### src/rtl/control_pkg.sv
// Shared opcode, control-bit index and control-word definitions for the main decoder.
package control_pkg;

  localparam logic [5:0] OP_RTYPE = 6'd0;
  localparam logic [5:0] OP_LW    = 6'd35;
  localparam logic [5:0] OP_SW    = 6'd43;
  localparam logic [5:0] OP_BEQ   = 6'd4;
  localparam logic [5:0] OP_ADDI  = 6'd8;

  localparam int REGDST   = 8;
  localparam int ALUSRC   = 7;
  localparam int MEMTOREG = 6;
  localparam int REGWRITE = 5;
  localparam int MEMREAD  = 4;
  localparam int MEMWRITE = 3;
  localparam int BRANCH   = 2;
  localparam int ALUOP1   = 1;
  localparam int ALUOP0   = 0;

  typedef struct packed {
    logic regdst;
    logic alusrc;
    logic memtoreg;
    logic regwrite;
    logic memread;
    logic memwrite;
    logic branch;
    logic aluop1;
    logic aluop0;
  } ctrl_word_t;

  localparam ctrl_word_t CW_NOP   = 9'b000000000;
  localparam ctrl_word_t CW_RTYPE = 9'b100100010;
  localparam ctrl_word_t CW_LW    = 9'b011110000;
  localparam ctrl_word_t CW_SW    = 9'b010001000;
  localparam ctrl_word_t CW_BEQ   = 9'b000000101;
  localparam ctrl_word_t CW_ADDI  = 9'b010100000;

endpackage

### src/rtl/control_if.sv
// Opcode in, registered control word and illegal flag out.
interface control_if #(
  parameter int OPW = 6,
  parameter int CW  = 9
);
  logic [OPW-1:0] opcode;
  logic [CW-1:0]  controls;
  logic           illegal;

  modport master (output opcode, input controls, input illegal);
  modport slave  (input opcode, output controls, output illegal);
endinterface

### src/rtl/control_decode.sv
// Combinational opcode-to-control-word map. Build option ADDI_DECODE_EN adds addi (opcode 8).
module control_decode
  import control_pkg::*;
#(
  parameter int OPW = 6,
  parameter int CW  = 9
) (
  input  logic [OPW-1:0] opcode,
  output logic [CW-1:0]  controls,
  output logic           illegal
);

  ctrl_word_t word;

  always_comb begin
    word    = CW_NOP;
    illegal = 1'b1;
    case (opcode)
      OPW'(OP_RTYPE): begin word = CW_RTYPE; illegal = 1'b0; end
      OPW'(OP_LW):    begin word = CW_LW;    illegal = 1'b0; end
      OPW'(OP_SW):    begin word = CW_SW;    illegal = 1'b0; end
      OPW'(OP_BEQ):   begin word = CW_BEQ;   illegal = 1'b0; end
`ifdef ADDI_DECODE_EN
      OPW'(OP_ADDI):  begin word = CW_ADDI;  illegal = 1'b0; end
`endif
      default: begin
        // undecoded opcodes fall back to the safe NOP word
        word    = CW_NOP;
        illegal = 1'b1;
      end
    endcase
  end

  assign controls = CW'(word);

endmodule

### src/rtl/control.sv
// Main control decoder top: decode plus one-cycle output register with synchronous reset.
module control
  import control_pkg::*;
#(
  parameter int OPW = 6,
  parameter int CW  = 9
) (
  input  logic      clk,
  input  logic      rst,
  control_if.slave  bus
);

  logic [CW-1:0] dec_controls;
  logic          dec_illegal;

  control_decode #(.OPW(OPW), .CW(CW)) u_decode (
    .opcode   (bus.opcode),
    .controls (dec_controls),
    .illegal  (dec_illegal)
  );

  always_ff @(posedge clk) begin
    if (rst) begin
      bus.controls <= '0;
      bus.illegal  <= 1'b0;
    end else begin
      bus.controls <= dec_controls;
      bus.illegal  <= dec_illegal;
    end
  end

endmodule

### src/flat_wrapper.sv
// flat-port wrapper written by rule: the top's interface ports become plain ports
module control_flat import control_pkg::*;
#(
  parameter int OPW = 6,
  parameter int CW  = 9
)
  (clk, rst, bus_opcode, bus_controls, bus_illegal);
  control_if #(.OPW(OPW), .CW(CW)) bus_i ();
  input  logic clk;
  input  logic rst;
  input wire logic [$bits(bus_i.opcode)-1:0] bus_opcode;
  output wire logic [$bits(bus_i.controls)-1:0] bus_controls;
  output wire logic [$bits(bus_i.illegal)-1:0] bus_illegal;
  assign bus_i.opcode = bus_opcode;
  assign bus_controls = bus_i.controls;
  assign bus_illegal = bus_i.illegal;
  control #(.OPW(OPW), .CW(CW)) u_core (.clk(clk), .rst(rst), .bus(bus_i));
endmodule
### config.mk
export PLATFORM = sky130hd
export DESIGN_NAME = control_flat
export DESIGN_NICKNAME = d
export VERILOG_FILES = /design/src/rtl/control_pkg.sv /design/src/rtl/control_if.sv /design/src/rtl/control_decode.sv /design/src/rtl/control.sv /design/src/flat_wrapper.sv
export SDC_FILE = /design/constraint.sdc
export NUM_CORES = 1
export LEC_CHECK = 0
export BUFFER_PORTS_ARGS = -buffer_cell sky130_fd_sc_hd__buf_2
export CAP_MARGIN = 5
export CORE_AREA = 4 4 41 43
export CTS_CLUSTER_SIZE = 8
export DETAILED_ROUTE_END_ITERATION = 6
export DIE_AREA = 0 0 45 47
export MAX_ROUTING_LAYER = met4
export PLACE_DENSITY_LB_ADDON = 0.08
export SLEW_MARGIN = 20
export SYNTH_ARGS = -nofsm -noshare
export SYNTH_HDL_FRONTEND = slang
export SYNTH_SLANG_ARGS = --single-unit
export TNS_END_PERCENT = 50
### constraint.sdc
create_clock -name clk -period 1.2 [get_ports clk]
set_clock_uncertainty 0.05 [all_clocks]
set_input_delay 0.18 -clock clk [delete_from_list [all_inputs] [get_ports clk]]
set_output_delay 0.18 -clock clk [all_outputs]
set_load 0.01 [all_outputs]
==> impl_results.html, run 1 <==
<table>
<tr><th>Metric</th><th>Value</th></tr>
<tr><th colspan="2">Global routing</th></tr>
<tr><td>Global router's overall resource usage</td><td>between 7 and 8%</td></tr>
<tr><td>Number of global-route vias before repair</td><td>224</td></tr>
<tr><td>Largest net degree at the start of global routing</td><td>6</td></tr>
<tr><td>Wire length of the first global-routing pass</td><td>897 um</td></tr>
<tr><td>Antenna violations before repair</td><td>0</td></tr>
<tr><td>Residual overflow from global routing</td><td>0</td></tr>
<tr><th colspan="2">Yosys</th></tr>
<tr><td>Top cells by area, synth</td><td>sky130_fd_sc_hd__dfxtp_1 57%, sky130_fd_sc_hd__buf_4 9.2%, sky130_fd_sc_hd__nor4b_2 6.1%, sky130_fd_sc_hd__o221a_1 4.6%, sky130_fd_sc_hd__or4_4 4.6%</td></tr>
<tr><td>Most area-hungry cell type in the Yosys netlist</td><td>sky130_fd_sc_hd__dfxtp_1</td></tr>
<tr><td>Synthesis warning total</td><td>0</td></tr>
<tr><td>Share of the yosys chip area belonging to registers</td><td>57.14%</td></tr>
<tr><td>Syn Inst Count</td><td>21</td></tr>
<tr><td>Area share of the leading cell type in the synthesized netlist</td><td>between 50% and 60%</td></tr>
<tr><td>Avg Cell Area, Syn</td><td>roughly 12 um2</td></tr>
<tr><td>Post-synth net total</td><td>29</td></tr>
<tr><td>Unique cell type count in the Yosys netlist</td><td>12</td></tr>
<tr><td>Count of state elements after synthesis</td><td>7</td></tr>
<tr><td>Cell area after synthesis</td><td>245.2 um2</td></tr>
<tr><th colspan="2">Final layout</th></tr>
<tr><td>Final design area excluding fillers</td><td>about 350 um2</td></tr>
<tr><td>Number of antenna repair diodes</td><td>0</td></tr>
<tr><td>Synthesis-to-finish area growth</td><td>43.88%</td></tr>
<tr><td>Area taken by multi-input logic gates</td><td>roughly 80 um2</td></tr>
<tr><td>Most frequent cells in the layout</td><td>17 x sky130_fd_sc_hd__buf_2, 7 x sky130_fd_sc_hd__dfxtp_1, 3 x sky130_fd_sc_hd__clkbuf_4</td></tr>
<tr><td>Register area</td><td>about 140 um2</td></tr>
<tr><td>Final standard cell count with taps included and fillers excluded</td><td>54</td></tr>
<tr><td>Fill count</td><td>154</td></tr>
<tr><td>Share of post-route cells with drive strength above 1</td><td>a little under three fifths</td></tr>
<tr><td>Most common library cell in the layout ignoring fill and taps</td><td>sky130_fd_sc_hd__buf_2</td></tr>
<tr><td>Final layout net count</td><td>48</td></tr>
<tr><td>Fin util</td><td>27.12%</td></tr>
<tr><th colspan="2">Detailed routing</th></tr>
<tr><td>First-pass DRT Iterations</td><td>2</td></tr>
<tr><td>Number of DRC markers in iteration 0</td><td>2</td></tr>
<tr><td>Post-route DRC violation count</td><td>0</td></tr>
<tr><td>Average routed wire per standard cell</td><td>approximately 9.8 um</td></tr>
<tr><td>Vias after detailed routing</td><td>approximately 220</td></tr>
<tr><td>Aggregate routed wire length</td><td>approximately 530 um</td></tr>
<tr><td>Per-cell via count in the routed design</td><td>between 4 and 5</td></tr>
<tr><td>Detail Route Antenna Nets</td><td>0</td></tr>
<tr><th colspan="2">Floorplanning</th></tr>
<tr><td>Height of the die</td><td>between 40 and 50 um</td></tr>
<tr><td>Die width</td><td>roughly 45 um</td></tr>
<tr><td>Initial Util</td><td>between 10% and 20%</td></tr>
<tr><td>Die area</td><td>around 2100 um2</td></tr>
<tr><td>Core ar.</td><td>about 1300 um2</td></tr>
<tr><td>Number of core rows</td><td>13</td></tr>
<tr><td>Number of placed I/O pins</td><td>18</td></tr>
<tr><th colspan="2">Clocking</th></tr>
<tr><td>H-tree level count</td><td>1</td></tr>
<tr><td>Count of hold-fix buffers inserted at cts</td><td>0</td></tr>
<tr><td>CTS tree</td><td>yes</td></tr>
<tr><td>CTS Root Buffer Type</td><td>sky130_fd_sc_hd__clkbuf_4</td></tr>
<tr><td>Num CTS Buffers</td><td>3</td></tr>
<tr><td>Clock-pin slew on the worst setup and hold paths</td><td>~0.050 ns</td></tr>
<tr><td>Number of buffers between clock root and the deepest sink</td><td>2</td></tr>
<tr><td>Post-CTS Setup Bufs</td><td>0</td></tr>
<tr><td>Post-CTS sizing</td><td>0</td></tr>
<tr><td>Total clock sinks</td><td>7</td></tr>
<tr><th colspan="2">STA</th></tr>
<tr><td>Final critical-path share of the clock period</td><td>approximately 83%</td></tr>
<tr><td>Total of endpoints with negative setup slack in the final report</td><td>0</td></tr>
<tr><td>Time the final worst path needs with I/O delays and setup</td><td>around 0.99 ns</td></tr>
<tr><td>Hold Violations, Final</td><td>0</td></tr>
<tr><td>Count of final max-slew check failures</td><td>0</td></tr>
<tr><td>Setup repair after global routing missed its margin</td><td>no</td></tr>
<tr><td>Maximum achievable frequency</td><td>1.010 GHz</td></tr>
<tr><td>Slew at the pin closest to its max-slew limit</td><td>approximately 0.22 ns</td></tr>
<tr><td>Remaining max-slew budget at the tightest pin</td><td>between 80% and 90%</td></tr>
<tr><th colspan="2">Power</th></tr>
<tr><td>Leakage component of the power</td><td>approximately 0.17 nW</td></tr>
<tr><td>Pwr dens</td><td>1357 nW/um2</td></tr>
<tr><td>Power Total</td><td>approximately 0.48 mW</td></tr>
<tr><td>Worst IR drop on VDD</td><td>roughly 0.00034 V</td></tr>
<tr><th colspan="2">Critical path</th></tr>
<tr><td>Type of the worst setup path</td><td>input pin to register</td></tr>
<tr><td>Critical path fanouts, max</td><td>4</td></tr>
<tr><td>Required time reported for the critical path endpoint</td><td>1.28 ns</td></tr>
<tr><td>Startpoint kind of the worst setup timing path</td><td>input pin</td></tr>
<tr><td>Arrival time at the worst endpoint</td><td>about 1.1 ns</td></tr>
<tr><td>Type of destination of the critical path</td><td>register</td></tr>
<tr><th colspan="2">Placed design</th></tr>
<tr><td>Routability-driven placement congestion ratio</td><td>a little over 0.7</td></tr>
<tr><td>Port Buf Inserts</td><td>17</td></tr>
<tr><td>Instance count after placement with tap cells included</td><td>50</td></tr>
<tr><td>Instance area at placement</td><td>about 330 um2</td></tr>
<tr><td>Post-detail-place hpwl</td><td>about 430 um</td></tr>
<tr><th colspan="2">Run status</th></tr>
<tr><td>Outcome</td><td>completed</td></tr>
<tr><th colspan="2">Hold path</th></tr>
<tr><td>Worst min-delay path category</td><td>input pin to register</td></tr>
<tr><th colspan="2">Flow run</th></tr>
<tr><td>Maxcap violations</td><td>0</td></tr>
</table>
-- synthesized netlist by cell type (all sizes together) --
master  n
or3     1
or4     1
inv     1
nor3    1
nor2    2
o221a   1
a21oi   1
buf     3
dfxtp   7
nand4b  1
nor4b   2
-- state kept, by name, indices dropped and copies added (netlist names) --
| register | flops |
|---|---|
| u_core.bus.illegal | 1 |
| u_core.bus.controls | 6 |
-- layout make-up --
class                   instances  area share, %
flip-flops and latches          7          39.72
repair buffers                 17          24.11
inverters                       1          1.064
well taps                      15          5.319
multi-input cells              10          22.34
clock buffers                   4          7.447
-- per-layer routing --
layer / share of wire [%] / GRT usage, %
met1: 37 / 6.378
met2: 43 / 9.040
met3: 15 / 2.682
met4: 4.7 / 12.28
met5: 0 / -
-- critical path: stages --
cell and delay [ns]:
sky130_fd_sc_hd__buf_2 0.10, sky130_fd_sc_hd__or4_4 0.55, sky130_fd_sc_hd__o221a_1 0.23
-- where the power goes --
part | leakage (nW) | internal, mW | switching (mW)
clock network | 0.0150 | 0.126 | 0.0809
registers | 0.0568 | 0.236 | 0.000786
logic | 0.100 | 0.0173 | 0.0169
-- stage by stage --
step                      setup slack, ns  hold WS, ns  setup TNS, ns
after floorplan                   0.08911       0.2014              0
after global placement           -0.03625       0.3493       -0.06335
after detailed placement         -0.04731       0.3505       -0.08229
after CTS                          0.2116      0.08446              0
after global routing               0.1803      0.08830              0
final                              0.2095      0.08844              0
-- final timing paths --
path	from	endpoint	slack (ns)	cells after the start
max	bus_opcode[0]	u_core.bus.illegal	0.21	3
min	bus_opcode[3]	u_core.bus.controls[2]	0.09	2
-- cells by family (layout without fill, tap and decap cells) --
kind of cell	Yosys count	in the layout	synth area share (%)
compound gates	2	2	6.630
simple gates	8	8	25.51
flops	7	7	57.14
buf+inv	4	22	10.71
No activity file was read; power rests on OpenSTA's default activity.
==> run 2: changes to the inputs <==
clock period = 0.9 ns   (was 1.2 ns; I/O delays follow)
==> run 2 against run 1 <==
The flow now finishes with violations (negative setup slack). Non-clock buffer count rose by 4. Cell area rose by 18%. Sequential share of layout area fell by 5.3 points.
==> impl_results.html, run 2 (synthesized netlist as in run 1, its figures left out) <==
<table>
<tr><th>Metric</th><th>Value</th></tr>
<tr><th colspan="2">STA</th></tr>
<tr><td>Setup repair after global routing missed its margin</td><td>yes</td></tr>
<tr><td>Time the final worst path needs with I/O delays and setup</td><td>between 0.9 and 1 ns</td></tr>
<tr><td>Final critical-path share of the clock period</td><td>101.5%</td></tr>
<tr><td>Maximum achievable frequency</td><td>~1.1 GHz</td></tr>
<tr><td>Sum of negative setup slack</td><td>-0.01816 ns</td></tr>
<tr><td>Total of endpoints with negative setup slack in the final report</td><td>2</td></tr>
<tr><td>Remaining max-slew budget at the tightest pin</td><td>a little over four fifths</td></tr>
<tr><td>Slew at the pin closest to its max-slew limit</td><td>between 0.2 and 0.25 ns</td></tr>
<tr><td>Final worst setup slack</td><td>-0.01346 ns</td></tr>
<tr><td>Hold Violations, Final</td><td>0</td></tr>
<tr><td>Count of final max-slew check failures</td><td>0</td></tr>
<tr><td>Worst hold slack</td><td>between 0.1 and 0.15 ns</td></tr>
<tr><th colspan="2">Final layout</th></tr>
<tr><td>Most frequent cells in the layout</td><td>12 x sky130_fd_sc_hd__buf_2, 5 x sky130_fd_sc_hd__buf_6, 4 x sky130_fd_sc_hd__buf_4, 4 x sky130_fd_sc_hd__dfxtp_1</td></tr>
<tr><td>Area taken by multi-input logic gates</td><td>approximately 79 um2</td></tr>
<tr><td>Final layout net count</td><td>between 50 and 60</td></tr>
<tr><td>Max FFs per register</td><td>6</td></tr>
<tr><td>Final standard cell count with taps included and fillers excluded</td><td>58</td></tr>
<tr><td>Fill count</td><td>between 100 and 150</td></tr>
<tr><td>Final design area excluding fillers</td><td>417.9 um2</td></tr>
<tr><td>Synthesis-to-finish area growth</td><td>70.41%</td></tr>
<tr><td>Register area</td><td>~140 um2</td></tr>
<tr><td>Most common library cell in the layout ignoring fill and taps</td><td>sky130_fd_sc_hd__buf_2</td></tr>
<tr><td>Top reg by flops</td><td>u_core.bus.controls</td></tr>
<tr><td>Number of antenna repair diodes</td><td>0</td></tr>
<tr><td>Fin util</td><td>about a third</td></tr>
<tr><td>Largest registers</td><td>u_core.bus.controls x6, u_core.bus.illegal x1</td></tr>
<tr><td>Share of post-route cells with drive strength above 1</td><td>about two thirds</td></tr>
<tr><th colspan="2">Detailed routing</th></tr>
<tr><td>Number of DRC markers in iteration 0</td><td>0</td></tr>
<tr><td>Vias after detailed routing</td><td>~230</td></tr>
<tr><td>First-pass DRT Iterations</td><td>1</td></tr>
<tr><td>Per-cell via count in the routed design</td><td>4.017</td></tr>
<tr><td>Post-route DRC violation count</td><td>0</td></tr>
<tr><td>Average routed wire per standard cell</td><td>about 9.1 um</td></tr>
<tr><td>Aggregate routed wire length</td><td>~530 um</td></tr>
<tr><td>Detail Route Antenna Nets</td><td>0</td></tr>
<tr><th colspan="2">Clocking</th></tr>
<tr><td>Num CTS Buffers</td><td>3</td></tr>
<tr><td>Count of hold-fix buffers inserted at cts</td><td>0</td></tr>
<tr><td>Clock-pin slew on the worst setup and hold paths</td><td>around 0.05 ns</td></tr>
<tr><td>CTS tree</td><td>yes</td></tr>
<tr><td>H-tree level count</td><td>1</td></tr>
<tr><td>Post-CTS Setup Bufs</td><td>0</td></tr>
<tr><td>Number of buffers between clock root and the deepest sink</td><td>2</td></tr>
<tr><td>CTS Root Buffer Type</td><td>sky130_fd_sc_hd__clkbuf_4</td></tr>
<tr><td>Total clock sinks</td><td>7</td></tr>
<tr><th colspan="2">Critical path</th></tr>
<tr><td>Type of the worst setup path</td><td>input pin to register</td></tr>
<tr><td>Critical path fanouts, max</td><td>4</td></tr>
<tr><td>Required time reported for the critical path endpoint</td><td>about 1 ns</td></tr>
<tr><td>Type of destination of the critical path</td><td>register</td></tr>
<tr><td>Startpoint kind of the worst setup timing path</td><td>input pin</td></tr>
<tr><td>Arrival time at the worst endpoint</td><td>1.00 ns</td></tr>
<tr><th colspan="2">Floorplanning</th></tr>
<tr><td>Number of core rows</td><td>13</td></tr>
<tr><td>Number of placed I/O pins</td><td>18</td></tr>
<tr><td>Core ar.</td><td>1301 um2</td></tr>
<tr><td>Initial Util</td><td>between 10% and 20%</td></tr>
<tr><td>Height of the die</td><td>roughly 47 um</td></tr>
<tr><td>Die width</td><td>between 40 and 50 um</td></tr>
<tr><td>Die area</td><td>approximately 2100 um2</td></tr>
<tr><th colspan="2">Hold path</th></tr>
<tr><td>Worst min-delay path category</td><td>input pin to register</td></tr>
<tr><td>WHS Path Cells</td><td>3</td></tr>
<tr><th colspan="2">Global routing</th></tr>
<tr><td>Wire length of the first global-routing pass</td><td>just under 800 um</td></tr>
<tr><td>Residual overflow from global routing</td><td>0</td></tr>
<tr><td>Number of global-route vias before repair</td><td>~230</td></tr>
<tr><td>Global router's overall resource usage</td><td>under 10%</td></tr>
<tr><td>Antenna violations before repair</td><td>0</td></tr>
<tr><td>Largest net degree at the start of global routing</td><td>5</td></tr>
<tr><th colspan="2">Placed design</th></tr>
<tr><td>Instance area at placement</td><td>between 300 and 400 um2</td></tr>
<tr><td>Instance count after placement with tap cells included</td><td>54</td></tr>
<tr><td>Routability-driven placement congestion ratio</td><td>between 0.7 and 0.8</td></tr>
<tr><td>Port Buf Inserts</td><td>17</td></tr>
<tr><td>Post-detail-place hpwl</td><td>about 450 um</td></tr>
<tr><th colspan="2">Power</th></tr>
<tr><td>Pwr dens</td><td>around 1600 nW/um2</td></tr>
<tr><td>Leakage component of the power</td><td>0.1965 nW</td></tr>
<tr><td>Worst IR drop on VDD</td><td>roughly 0.00045 V</td></tr>
<tr><th colspan="2">Flow run</th></tr>
<tr><td>Maxcap violations</td><td>0</td></tr>
<tr><th colspan="2">Run status</th></tr>
<tr><td>Outcome</td><td>finished, violations left</td></tr>
<tr><td>Failing checks</td><td>negative setup slack</td></tr>
</table>
==> run 2: timing repair <==
item                                    in CTS  in global routing
endpoints found under the setup margin       2                  8
resized for setup                            1                  7
cloned                                       0                  0
==> run 2: final timing paths <==
kind,start,to,slack [ns]
min,bus_opcode[3],u_core.bus.controls[2],0.11
max,bus_opcode[0],u_core.bus.illegal,-0.01
==> run 2: worst max-delay path, cell delays in order <==
cell                      delay, ns
sky130_fd_sc_hd__buf_6         0.09
sky130_fd_sc_hd__or4_4         0.55
sky130_fd_sc_hd__o221a_1       0.22
==> run 2: cell type report <==
class / instances / share of cell area, %
multi-input cells: 10 / 18.86
well taps: 15 / 4.491
repair buffers: 21 / 35.03
clock buffers: 4 / 6.287
flip-flops and latches: 7 / 34.43
inverters: 1 / 0.8982
==> run 2: where the power goes <==
part / internal [mW] / switching [mW]
clock network: 0.168 / 0.104
logic: 0.0363 / 0.0252
registers: 0.316 / 0.00121
total: 0.520 / 0.131
==> run 2: metal layers <==
layer  wire, um  share of wire, %  track usage, %
met3         73                14           2.682
met5          0                 0               -
met4         19               3.6           12.28
met1        189                36           4.577
met2        247                47           8.475
==> run 2: stage by stage <==
stage                     setup slack [ns]  power, mW
after CTS                        -0.001224     0.6637
after floorplan                    -0.1482     0.3402
after global routing              -0.02052     0.6926
after detailed placement           -0.2807     0.3808
final                             -0.01346     0.6511
after global placement             -0.2817     0.3795
==> run 3: changes to the inputs <==
ABC_AREA = 1   (was not set)
==> run 3 against run 2 <==
The flow now finishes without violations. Critical path depth is 2 lower. Synthesized area is 14% higher. Critical endpoint is now bus_controls[2]. Clock power is 1% higher. Setup slack better by 0.042 ns. Routed wire length is 14% higher. Final cell count is 22% higher. Sequential cell count stayed put.
==> impl_results.html, run 3 <==
<table>
<tr><th>Metric</th><th>Value</th></tr>
<tr><th colspan="2">Run status</th></tr>
<tr><td>Outcome</td><td>completed</td></tr>
<tr><th colspan="2">Floorplanning</th></tr>
<tr><td>Number of placed I/O pins</td><td>18</td></tr>
<tr><td>Height of the die</td><td>between 40 and 50 um</td></tr>
<tr><td>Number of core rows</td><td>13</td></tr>
<tr><td>Die width</td><td>about 45 um</td></tr>
<tr><td>Die area</td><td>2115 um2</td></tr>
<tr><td>Core ar.</td><td>1301 um2</td></tr>
<tr><td>Initial Util</td><td>a little over a fifth</td></tr>
<tr><th colspan="2">Detailed routing</th></tr>
<tr><td>Post-route DRC violation count</td><td>0</td></tr>
<tr><td>Number of DRC markers in iteration 0</td><td>6</td></tr>
<tr><td>Average routed wire per standard cell</td><td>8.521 um</td></tr>
<tr><td>Per-cell via count in the routed design</td><td>3.873</td></tr>
<tr><td>Detail Route Antenna Nets</td><td>0</td></tr>
<tr><td>Vias after detailed routing</td><td>275</td></tr>
<tr><td>Aggregate routed wire length</td><td>~610 um</td></tr>
<tr><td>First-pass DRT Iterations</td><td>3</td></tr>
<tr><th colspan="2">Clocking</th></tr>
<tr><td>H-tree level count</td><td>1</td></tr>
<tr><td>Clock-pin slew on the worst setup and hold paths</td><td>approximately 0.050 ns</td></tr>
<tr><td>Num CTS Buffers</td><td>3</td></tr>
<tr><td>Total clock sinks</td><td>7</td></tr>
<tr><td>Number of buffers between clock root and the deepest sink</td><td>2</td></tr>
<tr><td>CTS Root Buffer Type</td><td>sky130_fd_sc_hd__clkbuf_4</td></tr>
<tr><td>CTS tree</td><td>yes</td></tr>
<tr><th colspan="2">Yosys</th></tr>
<tr><td>Cell with the most instances after synthesis</td><td>sky130_fd_sc_hd__nor2_1</td></tr>
<tr><td>Syn Inst Count</td><td>38</td></tr>
<tr><td>Number of flops mapped to enable cells by yosys</td><td>0</td></tr>
<tr><td>Most area-hungry cell type in the Yosys netlist</td><td>sky130_fd_sc_hd__dfxtp_1</td></tr>
<tr><td>Top cells by area, synth</td><td>sky130_fd_sc_hd__dfxtp_1 50%, sky130_fd_sc_hd__nor2_1 13%, sky130_fd_sc_hd__nand3_1 9.0%, sky130_fd_sc_hd__buf_4 8.1%, sky130_fd_sc_hd__inv_1 6.7%</td></tr>
<tr><td>Cell area after synthesis</td><td>around 280 um2</td></tr>
<tr><td>Share of async-settable or async-resettable flops after synthesis</td><td>0%</td></tr>
<tr><td>Ranking of synthesized cells by instance count</td><td>10 x sky130_fd_sc_hd__nor2_1, 7 x sky130_fd_sc_hd__dfxtp_1, 5 x sky130_fd_sc_hd__inv_1, 5 x sky130_fd_sc_hd__nand2_1, 5 x sky130_fd_sc_hd__nand3_1</td></tr>
<tr><td>Synthesis warning total</td><td>0</td></tr>
<tr><td>Primary FF master, synth</td><td>sky130_fd_sc_hd__dfxtp_1</td></tr>
<tr><td>Share of the yosys chip area belonging to registers</td><td>50.22%</td></tr>
<tr><td>Unique cell type count in the Yosys netlist</td><td>9</td></tr>
<tr><td>Area share of the leading cell type in the synthesized netlist</td><td>approximately 50%</td></tr>
<tr><td>Avg Cell Area, Syn</td><td>7.343 um2</td></tr>
<tr><td>Post-synth net total</td><td>46</td></tr>
<tr><td>Count of state elements after synthesis</td><td>7</td></tr>
<tr><th colspan="2">Placed design</th></tr>
<tr><td>Routability-driven placement congestion ratio</td><td>about 0.78</td></tr>
<tr><td>Post-Place Setup Slack</td><td>between 0.04 and 0.05 ns</td></tr>
<tr><td>Post-detail-place hpwl</td><td>494.9 um</td></tr>
<tr><td>Port Buf Inserts</td><td>17</td></tr>
<tr><td>Instance area at placement</td><td>360.3 um2</td></tr>
<tr><th colspan="2">Global routing</th></tr>
<tr><td>Number of global-route vias before repair</td><td>223</td></tr>
<tr><td>Largest net degree at the start of global routing</td><td>5</td></tr>
<tr><td>Antenna violations before repair</td><td>0</td></tr>
<tr><td>Residual overflow from global routing</td><td>0</td></tr>
<tr><td>Global router's overall resource usage</td><td>under 10%</td></tr>
<tr><td>Wire length of the first global-routing pass</td><td>between 800 and 900 um</td></tr>
<tr><th colspan="2">Power</th></tr>
<tr><td>Clock power frac</td><td>a little over two fifths</td></tr>
<tr><td>Share of power burned in registers</td><td>approximately 49%</td></tr>
<tr><td>Internal portion of total power</td><td>roughly 0.51 mW</td></tr>
<tr><td>Pwr dens</td><td>between 1500 and 2000 nW/um2</td></tr>
<tr><td>Leakage component of the power</td><td>between 0.2 and 0.25 nW</td></tr>
<tr><td>Switch share</td><td>22.09%</td></tr>
<tr><td>Switch Pwr</td><td>approximately 0.14 mW</td></tr>
<tr><td>Worst IR drop on VDD</td><td>about 0.00036 V</td></tr>
<tr><td>Combinational Power Share</td><td>around 9%</td></tr>
<tr><th colspan="2">Final layout</th></tr>
<tr><td>Most frequent cells in the layout</td><td>17 x sky130_fd_sc_hd__buf_2, 10 x sky130_fd_sc_hd__nor2_1, 6 x sky130_fd_sc_hd__dfxtp_1</td></tr>
<tr><td>Final design area excluding fillers</td><td>between 300 and 400 um2</td></tr>
<tr><td>Largest registers</td><td>u_core.bus.controls x6, u_core.bus.illegal x1</td></tr>
<tr><td>Max FFs per register</td><td>6</td></tr>
<tr><td>Number of antenna repair diodes</td><td>0</td></tr>
<tr><td>Top reg by flops</td><td>u_core.bus.controls</td></tr>
<tr><td>Share of post-route cells with drive strength above 1</td><td>39.29%</td></tr>
<tr><td>Most common library cell in the layout ignoring fill and taps</td><td>sky130_fd_sc_hd__buf_2</td></tr>
<tr><td>Area taken by multi-input logic gates</td><td>around 98 um2</td></tr>
<tr><td>Fill count</td><td>around 150</td></tr>
<tr><td>Synthesis-to-finish area growth</td><td>39.01%</td></tr>
<tr><td>Register area</td><td>~140 um2</td></tr>
<tr><td>Final layout net count</td><td>65</td></tr>
<tr><th colspan="2">Critical path</th></tr>
<tr><td>Standard cell with the maximum stage delay on the critical path</td><td>sky130_fd_sc_hd__dfxtp_1</td></tr>
<tr><td>Dominant delay contributor by cell family on the critical path</td><td>flip-flops</td></tr>
<tr><td>Required time reported for the critical path endpoint</td><td>between 0.7 and 0.8 ns</td></tr>
<tr><td>Arrival time at the worst endpoint</td><td>around 0.69 ns</td></tr>
<tr><td>Type of the worst setup path</td><td>register to primary output</td></tr>
<tr><td>Critical path fanouts, max</td><td>2</td></tr>
<tr><td>Cell breakdown of the critical path</td><td>buf_2</td></tr>
<tr><td>Type of destination of the critical path</td><td>primary output</td></tr>
<tr><td>Crit path buffers/inverters</td><td>1</td></tr>
<tr><td>Largest stage delay on the critical path</td><td>0.31 ns</td></tr>
<tr><td>Startpoint kind of the worst setup timing path</td><td>register</td></tr>
<tr><th colspan="2">STA</th></tr>
<tr><td>Remaining max-slew budget at the tightest pin</td><td>approximately 87%</td></tr>
<tr><td>Time the final worst path needs with I/O delays and setup</td><td>between 0.8 and 0.9 ns</td></tr>
<tr><td>Total of endpoints with negative setup slack in the final report</td><td>0</td></tr>
<tr><td>Count of final max-slew check failures</td><td>0</td></tr>
<tr><td>Slew at the pin closest to its max-slew limit</td><td>about 0.2 ns</td></tr>
<tr><td>Setup repair after global routing missed its margin</td><td>no</td></tr>
<tr><td>Final worst setup slack</td><td>0.02844 ns</td></tr>
<tr><td>Sum of negative setup slack</td><td>0 ns</td></tr>
<tr><td>Final critical-path share of the clock period</td><td>roughly 97%</td></tr>
<tr><td>Hold Violations, Final</td><td>0</td></tr>
<tr><td>Maximum achievable frequency</td><td>between 1 and 1.5 GHz</td></tr>
<tr><th colspan="2">Flow run</th></tr>
<tr><td>Maxcap violations</td><td>0</td></tr>
<tr><th colspan="2">Hold path</th></tr>
<tr><td>Worst min-delay path category</td><td>input pin to register</td></tr>
</table>
[run 3: cell types whose count changed after synthesis]
cell	change
sky130_fd_sc_hd__nor4b_1	-1
sky130_fd_sc_hd__nand2_1	+5
sky130_fd_sc_hd__or4_4	-1
sky130_fd_sc_hd__nor2_1	+8
sky130_fd_sc_hd__nor2_2	+1
sky130_fd_sc_hd__or3_1	-1
sky130_fd_sc_hd__nor4b_2	-1
sky130_fd_sc_hd__nand3_1	+5
sky130_fd_sc_hd__nand4b_1	-1
sky130_fd_sc_hd__inv_1	+4
sky130_fd_sc_hd__o221a_1	-1
[run 3: power groups by stage]
stage	clock (mW)	sequential [mW]	combinational, mW
2_1_floorplan	0	0.326	0.0259
3_3_place_gp	0	0.323	0.0599
3_5_place_dp	0	0.323	0.0590
4_1_cts	0.288	0.317	0.0594
5_1_grt	0.310	0.317	0.0661
6_report	0.277	0.317	0.0590
[run 3: what timing repair did]
item / CTS / global route
hold buffers: 0 / 0
resized for setup: 0 / 1
setup endpoints to repair: 0 / 1
buffers inserted: 0 / 0
[run 3: metrics by stage]
stage / total power [mW] / cells / utilization [%] / hold slack, ns
5_1_grt: 0.6936 / 71 / 29.81 / 0.03720
2_1_floorplan: 0.3519 / 38 / - / 0.1574
6_report: 0.6533 / 71 / 29.81 / 0.03916
4_1_cts: 0.6643 / 71 / 29.71 / 0.03193
3_5_place_dp: 0.3819 / 67 / 27.69 / 0.3001
3_3_place_gp: 0.3827 / 67 / 27.69 / 0.3040
[run 3: path summary, 6_finish.rpt]
| check | end | start | cells after the start |
|---|---|---|---|
| setup / recovery | bus_controls[2] | u_core.bus.controls[2] | 1 |
| hold / removal | u_core.bus.controls[3] | rst | 2 |
[run 3: logic make-up (layout without fill, tap and decap cells)]
| logic type | after synthesis | in the layout | share of synthesized area, % |
|---|---|---|---|
| buffers and inverters | 8 | 26 | 14.80 |
| flip-flops | 7 | 7 | 50.22 |
| AND/OR/NAND/NOR | 22 | 22 | 33.18 |
| AO/OA/AOI/OAI | 1 | 1 | 1.792 |
[run 3: cell type report]
cell class | instances | area share (%)
flip-flops and latches | 7 | 36.45
multi-input cells | 23 | 25.16
repair buffers | 17 | 21.94
clock buffers | 4 | 6.774
inverters | 5 | 4.839
well taps | 15 | 4.839
[run 3: metal layers]
layer | GRT usage (%) | up-vias | part of all wire, %
li1 | - | 149 | -
met1 | 5.721 | 106 | 41
met2 | 8.192 | 16 | 39
met3 | 3.065 | 4 | 15
met4 | 8.772 | 0 | 4.5
met5 | - | - | 0
